==> src/rtl/midi_voice_allocator.sv <==
// midi_voice_allocator: shares NUM_VOICES synth voices among MIDI notes.
// Sequential voice scan, oldest-voice stealing, one-deep pending buffer.
module midi_voice_allocator #(
  parameter  int NUM_VOICES = 4,
  parameter  int AGE_W      = 4,
  localparam int IW         = $clog2(NUM_VOICES)
) (
  input  logic                    clk_in,
  input  logic                    rst_in,
  input  logic [3:0]              status_in,
  input  logic [7:0]              data_byte1_in,
  input  logic [7:0]              data_byte2_in,
  input  logic                    valid_in,
  output logic                    busy_out,
  output logic [NUM_VOICES-1:0]   gate_out,
  output logic [7*NUM_VOICES-1:0] pitch_out,
  output logic [7*NUM_VOICES-1:0] velocity_out,
  output logic                    voice_update_out,
  output logic [IW-1:0]           voice_idx_out,
  output logic                    steal_out,
  output logic                    all_off_out,
  output logic                    dropped_out
);

  localparam logic [1:0] S_IDLE   = 2'd0;
  localparam logic [1:0] S_SCAN   = 2'd1;
  localparam logic [1:0] S_COMMIT = 2'd2;

  localparam logic [1:0] C_OFF = 2'd0;
  localparam logic [1:0] C_ON  = 2'd1;
  localparam logic [1:0] C_ALL = 2'd2;

  typedef struct packed {
    logic [1:0] cls;
    logic [6:0] pitch;
    logic [6:0] vel;
  } msg_t;

  typedef logic [NUM_VOICES-1:0][6:0]       v7_t;
  typedef logic [NUM_VOICES-1:0][AGE_W-1:0] age_t;

  msg_t                  in_msg;
  logic                  in_rel;
  logic                  unused_in;

  logic [1:0]            state_q, state_d;
  logic [IW-1:0]         idx_q, idx_d;
  msg_t                  cur_q, cur_d;
  msg_t                  pend_q, pend_d;
  logic                  pend_full_q, pend_full_d;

  logic                  mfound_q, mfound_d;
  logic [IW-1:0]         midx_q, midx_d;
  logic                  ffound_q, ffound_d;
  logic [IW-1:0]         fidx_q, fidx_d;
  logic                  ofound_q, ofound_d;
  logic [IW-1:0]         oidx_q, oidx_d;
  logic [AGE_W-1:0]      oage_q, oage_d;

  logic [NUM_VOICES-1:0] gate_q, gate_d;
  v7_t                   pitch_q, pitch_d;
  v7_t                   vel_q, vel_d;
  age_t                  age_q, age_d;

  logic                  upd_q, upd_d;
  logic                  steal_q, steal_d;
  logic                  alloff_q, alloff_d;
  logic                  drop_q, drop_d;
  logic [IW-1:0]         vidx_q, vidx_d;
  logic [IW-1:0]         tgt;

  logic [NUM_VOICES-1:0] gate_o_q;
  v7_t                   pitch_o_q;
  v7_t                   vel_o_q;
  logic                  upd_o_q;
  logic                  steal_o_q;
  logic                  alloff_o_q;
  logic [IW-1:0]         vidx_o_q;

  assign unused_in = ^{status_in[3], data_byte1_in[7],
                       data_byte2_in[7]};

  always_comb begin
    in_msg.pitch = data_byte1_in[6:0];
    in_msg.vel   = data_byte2_in[6:0];
    in_msg.cls   = C_OFF;
    in_rel       = 1'b0;
    unique case (1'b1)
      status_in[2:0] == 3'd0: in_rel = valid_in;
      status_in[2:0] == 3'd1: begin
        in_rel = valid_in;
        if (data_byte2_in[6:0] != 7'd0) in_msg.cls = C_ON;
      end
      status_in[2:0] == 3'd3 &&
      data_byte1_in[6:0] == 7'd123: begin
        in_rel     = valid_in;
        in_msg.cls = C_ALL;
      end
      default: ;
    endcase
  end

  always_comb begin
    state_d     = state_q;
    idx_d       = idx_q;
    cur_d       = cur_q;
    pend_d      = pend_q;
    pend_full_d = pend_full_q;
    mfound_d    = mfound_q;
    midx_d      = midx_q;
    ffound_d    = ffound_q;
    fidx_d      = fidx_q;
    ofound_d    = ofound_q;
    oidx_d      = oidx_q;
    oage_d      = oage_q;
    gate_d      = gate_q;
    pitch_d     = pitch_q;
    vel_d       = vel_q;
    age_d       = age_q;
    upd_d       = 1'b0;
    steal_d     = 1'b0;
    alloff_d    = 1'b0;
    drop_d      = 1'b0;
    vidx_d      = vidx_q;
    tgt         = '0;

    case (state_q)
      S_IDLE: begin
        if (pend_full_q) begin
          cur_d       = pend_q;
          pend_full_d = in_rel;
          if (in_rel) pend_d = in_msg;
          state_d     = S_SCAN;
          idx_d       = '0;
          mfound_d    = 1'b0;
          ffound_d    = 1'b0;
          ofound_d    = 1'b0;
        end else if (in_rel) begin
          cur_d    = in_msg;
          state_d  = S_SCAN;
          idx_d    = '0;
          mfound_d = 1'b0;
          ffound_d = 1'b0;
          ofound_d = 1'b0;
        end
      end

      S_SCAN: begin
        if (gate_q[idx_q] && !mfound_q &&
            pitch_q[idx_q] == cur_q.pitch) begin
          mfound_d = 1'b1;
          midx_d   = idx_q;
        end
        if (!gate_q[idx_q] && !ffound_q) begin
          ffound_d = 1'b1;
          fidx_d   = idx_q;
        end
        // strict compare keeps the lowest index on equal age
        if (gate_q[idx_q] &&
            (!ofound_q || age_q[idx_q] > oage_q)) begin
          ofound_d = 1'b1;
          oidx_d   = idx_q;
          oage_d   = age_q[idx_q];
        end
        if (idx_q == IW'(NUM_VOICES - 1)) state_d = S_COMMIT;
        else idx_d = idx_q + 1'b1;
      end

      S_COMMIT: begin
        unique case (cur_q.cls)
          C_ON: begin
            tgt = oidx_q;
            if (mfound_q) tgt = midx_q;
            else if (ffound_q) tgt = fidx_q;
            steal_d = !mfound_q && !ffound_q;
            for (int v = 0; v < NUM_VOICES; v++) begin
              if (gate_q[v] && IW'(v) != tgt &&
                  age_q[v] != '1)
                age_d[v] = age_q[v] + 1'b1;
            end
            gate_d[tgt]  = 1'b1;
            pitch_d[tgt] = cur_q.pitch;
            vel_d[tgt]   = cur_q.vel;
            age_d[tgt]   = '0;
            upd_d        = 1'b1;
            vidx_d       = tgt;
          end
          C_OFF: begin
            if (mfound_q) begin
              gate_d[midx_q] = 1'b0;
              upd_d          = 1'b1;
              vidx_d         = midx_q;
            end
          end
          C_ALL: begin
            gate_d   = '0;
            age_d    = '0;
            alloff_d = 1'b1;
          end
          default: ;
        endcase
        if (pend_full_q) begin
          cur_d       = pend_q;
          pend_full_d = 1'b0;
          state_d     = S_SCAN;
          idx_d       = '0;
          mfound_d    = 1'b0;
          ffound_d    = 1'b0;
          ofound_d    = 1'b0;
        end else begin
          state_d = S_IDLE;
        end
      end

      default: state_d = S_IDLE;
    endcase

    // arrivals while busy see the buffer as it was before any handoff
    if (state_q != S_IDLE && in_rel) begin
      if (pend_full_q) begin
        drop_d = 1'b1;
      end else begin
        pend_d      = in_msg;
        pend_full_d = 1'b1;
      end
    end
  end

  always_ff @(posedge clk_in or posedge rst_in) begin
    if (rst_in) begin
      state_q     <= S_IDLE;
      idx_q       <= '0;
      cur_q       <= '0;
      pend_q      <= '0;
      pend_full_q <= 1'b0;
      mfound_q    <= 1'b0;
      midx_q      <= '0;
      ffound_q    <= 1'b0;
      fidx_q      <= '0;
      ofound_q    <= 1'b0;
      oidx_q      <= '0;
      oage_q      <= '0;
      gate_q      <= '0;
      pitch_q     <= '0;
      vel_q       <= '0;
      age_q       <= '0;
      upd_q       <= 1'b0;
      steal_q     <= 1'b0;
      alloff_q    <= 1'b0;
      drop_q      <= 1'b0;
      vidx_q      <= '0;
      gate_o_q    <= '0;
      pitch_o_q   <= '0;
      vel_o_q     <= '0;
      upd_o_q     <= 1'b0;
      steal_o_q   <= 1'b0;
      alloff_o_q  <= 1'b0;
      vidx_o_q    <= '0;
    end else begin
      state_q     <= state_d;
      idx_q       <= idx_d;
      cur_q       <= cur_d;
      pend_q      <= pend_d;
      pend_full_q <= pend_full_d;
      mfound_q    <= mfound_d;
      midx_q      <= midx_d;
      ffound_q    <= ffound_d;
      fidx_q      <= fidx_d;
      ofound_q    <= ofound_d;
      oidx_q      <= oidx_d;
      oage_q      <= oage_d;
      gate_q      <= gate_d;
      pitch_q     <= pitch_d;
      vel_q       <= vel_d;
      age_q       <= age_d;
      upd_q       <= upd_d;
      steal_q     <= steal_d;
      alloff_q    <= alloff_d;
      drop_q      <= drop_d;
      vidx_q      <= vidx_d;
      gate_o_q    <= gate_q;
      pitch_o_q   <= pitch_q;
      vel_o_q     <= vel_q;
      upd_o_q     <= upd_q;
      steal_o_q   <= steal_q;
      alloff_o_q  <= alloff_q;
      vidx_o_q    <= vidx_q;
    end
  end

  assign busy_out         = state_q != S_IDLE;
  assign gate_out         = gate_o_q;
  assign pitch_out        = pitch_o_q;
  assign velocity_out     = vel_o_q;
  assign voice_update_out = upd_o_q;
  assign voice_idx_out    = vidx_o_q;
  assign steal_out        = steal_o_q;
  assign all_off_out      = alloff_o_q;
  assign dropped_out      = drop_q;

endmodule

==> config.mk <==
export PLATFORM = sky130hd
export DESIGN_NAME = midi_voice_allocator
export DESIGN_NICKNAME = d
export VERILOG_FILES = /design/src/rtl/midi_voice_allocator.sv
export SDC_FILE = /design/constraint.sdc
export NUM_CORES = 1
export LEC_CHECK = 0
export ABC_AREA = 1
export CORE_UTILIZATION = 50
export CTS_CLUSTER_DIAMETER = 50
export DETAILED_ROUTE_END_ITERATION = 7
export GPL_ROUTABILITY_DRIVEN = 0
export PLACE_DENSITY = 0.69
export SYNTH_ARGS = -nofsm -noshare
export SYNTH_HDL_FRONTEND = slang
export SYNTH_SLANG_ARGS = --single-unit
==> constraint.sdc <==
create_clock -name clk_in -period 9.15 [get_ports clk_in]
set_input_delay 1.83 -clock clk_in [delete_from_list [all_inputs] [get_ports clk_in]]
set_output_delay 1.83 -clock clk_in [all_outputs]
set_load 0.02 [all_outputs]
==> impl_metrics.csv <==
group,metric,value,unit
hold_path,hold_class,"flop to flop",
critical_path,crit_family,"simple AND/OR/NAND/NOR gates",
pwr,power_density,327,nW/µm²
critical_path,cp_common_cell,"nand2_1",
yosys,ys_ff_latch,197,
sta,setup_viol,0,
yosys,synth-warning-count,0,
pwr,ir_drop,157,µV
clock_network,tritoncts,"built",
yosys,synth_nets,876,
finish,nNetsFinal,956,
sta,slew_headroom,30.8,%
sta,rsz0062_at_grt,"false",
clock_network,cts_resized,0,
sta,clock_skew,11.3,ps
finish,n_antenna_cell,0,
sta,fmax,269,MHz
yosys,synth_area_per_cell,9.47,µm²
die,rows,45,
placed_design,hpwlAfterDp,10900,µm
sta,hold_viol,0,
routing,drc,0,
routing,finalWirelength,16000,µm
clock_network,cts_htree_levels,4,
die,core-area,15400,µm²
clock_network,ctsLongestPathBuffers,2,
sta,tns,0,ps
pwr,clkPwrFrac,25.1,%
critical_path,required,9490,ps
global_routing,first_global_vias,5315,
pwr,power.internal,1970,µW
sta,timing.final.crit_share,40.6,%
critical_path,crit_type,"primary input to flop",
finish,fillerInstances,1326,
routing,drtPass1Iterations,5,
critical_path,path_cells,"clkdlybuf4s50_1 > inv_2 > nor3_2 > nand3_2 > nand2_1 > nand2_2 > nand2_1 > nand2_1 > nand2_1 > nand3_1 > o21ai_0",
finish,post-route-cell-area,9590,µm²
global_routing,gr-total-overflow,0,
global_routing,grt_max_degree,128,
finish,area_growth_syn_to_layout,20.5,%
clock_network,cts_hold_buf,0,
critical_path,start_kind,"primary input",
clock_network,root_buffer,"clkbuf_16",
die,die_y,128,µm
yosys,synthCells,840,
critical_path,slowest_delay,580,ps
die,initial_core_util,51.8,%
pwr,p_switching,1170,µW
sta,tightest_slew,1040,ps
global_routing,grt.total_usage,21.6,%
pwr,swShare,37.4,%
yosys,synth_area,7960,µm²
clock_network,cts_made_buffers,17,
routing,num_vias,5835,
die,die_x,128,µm
yosys,ys.flop_type,"dfrtp_1",
clock_network,clk_pin_slew,70,ps
sta,fin_crit,3710,ps
yosys,synth_edf_count,0,
flow_run,drv_cap,0,
routing,post_drt_via_cell_ratio,5.10,
critical_path,end_kind,"flop",
sta,maxSlewViolCount,0,
clock_network,postCtsSetupBuffers,0,
die,io_pins,90,
routing,drt_iter0_drc,477,
critical_path,critPathBufInv,2,
critical_path,slowest_stage,"nand2_1",
yosys,async_reset_ff_share,100,%
critical_path,arrival,4060,ps
global_routing,grt_pass1_wl,27200,µm
global_routing,grt_antenna_before_repair,0,
placed_design,place_area,8950,µm²
die,dieArea,16400,µm²
clock_network,clock-sinks,197,
pwr,p_comb_share,33.7,%
routing,post_drt_wl_per_cell,14.0,µm
status,status,"finished, final reports clean",
finish,drive_gt1_share,7.40,%
routing,ant_nets,0,
pwr,p_leak,0.00464,µW
placed_design,port_buffers,86,
clock_network,clk_latency,430,ps
pwr,seq_power_share,41.2,%
yosys,ys_types,33,
yosys,ys_seq_area_share,61.9,%
critical_path,crit_fanout,34,
-- cell usage after synthesis, types with 7 or more instances --
cell / n / share of area (%)
o211ai_1: 8 / 0.75
clkbuf_1: 7 / 0.33
a21oi_1: 27 / 1.7
nand3_1: 46 / 2.9
o21ai_0: 112 / 7.0
o21ai_2: 16 / 1.8
ha_1: 13 / 2.0
nand2_1: 229 / 11
inv_1: 73 / 3.4
buf_2: 14 / 0.88
nor2_1: 54 / 2.5
dfrtp_1: 197 / 62
-- routing by layer --
layer  global-route usage, %  wire length [µm]
met2                    31.1              6960
met1                    33.4              8200
met5                       0                 0
met3                    3.59               698
met4                    7.06               177
-- per-stage QoR --
step | worst slack [ps] | std cells | hold slack [ps] | utilization, % | total power [µW]
after floorplan | 1950 | 840 | 331 | - | 1990
after global placement | 5020 | 1112 | 336 | 58.3 | 2330
after detailed placement | 4980 | 1112 | 336 | 58.3 | 2360
after CTS | 5420 | 1144 | 352 | 62.4 | 3160
after global routing | 5180 | 1144 | 359 | 62.4 | 3360
final | 5440 | 1144 | 350 | 62.4 | 3140
-- power by group through the flow --
stage | Sequential, µW | Clock, µW | Combinational [µW]
2_1_floorplan | 1360 | 0 | 632
3_3_place_gp | 1300 | 0 | 1030
3_5_place_dp | 1310 | 0 | 1050
4_1_cts | 1290 | 802 | 1060
5_1_grt | 1320 | 839 | 1200
6_report | 1290 | 788 | 1060
-- registers in the layout (all words and copies together) (netlist names), 4 cells and up --
name,count
pitch_out,28
pitch_q,28
vel_q,28
velocity_out,28
age_q,16
cur_q,16
pend_q,16
gate_out,4
gate_q,4
oage_q,4
-- placed cells by master (no fill, tap or decap), types with 8 or more instances in the layout --
cell,n
a21oi_1,27
clkbuf_16,17
clkdlybuf4s50_1,86
dfrtp_1,197
ha_1,13
inv_1,72
nand2_1,229
nand3_1,46
nor2_1,54
o211ai_1,8
o21ai_0,112
o21ai_2,16
-- cell families after synthesis --
kind of cell               synth area share [%]
DFF                                        61.9
adders and majority gates                  2.04
AOI/OAI and AO/OA                          12.2
buffers and inverters                      5.63
and+or+nand+nor                            17.7
xor gates and xnor gates                  0.440
-- final timing paths --
check                                       from         to  slack, ps  depth (start not counted)
max in group asynchronous                 rst_in  vel_q[26]       5770                          3
min in group asynchronous                 rst_in  age_q[11]       1960                          2
worst max register to register          idx_q[1]  oage_q[1]       6120                         12
worst max-delay path            data_byte1_in[3]   idx_q[1]       5440                         11
worst min register to register           steal_q  steal_out        350                          0
worst min-delay path                     steal_q  steal_out        350                          0
-- cell type report --
cell class | instances | area, µm² | area share [%]
Inverter | 77 | 297 | 3.09
Sequential cell | 197 | 4930 | 51.4
Multi-Input combinational cell | 538 | 2580 | 26.9
Timing Repair Buffer | 89 | 883 | 9.21
Clock buffer | 17 | 425 | 4.43
Tap cell | 211 | 264 | 2.75
Clock inverter | 15 | 214 | 2.23
Note: power is estimated with default switching activity, not from simulation.
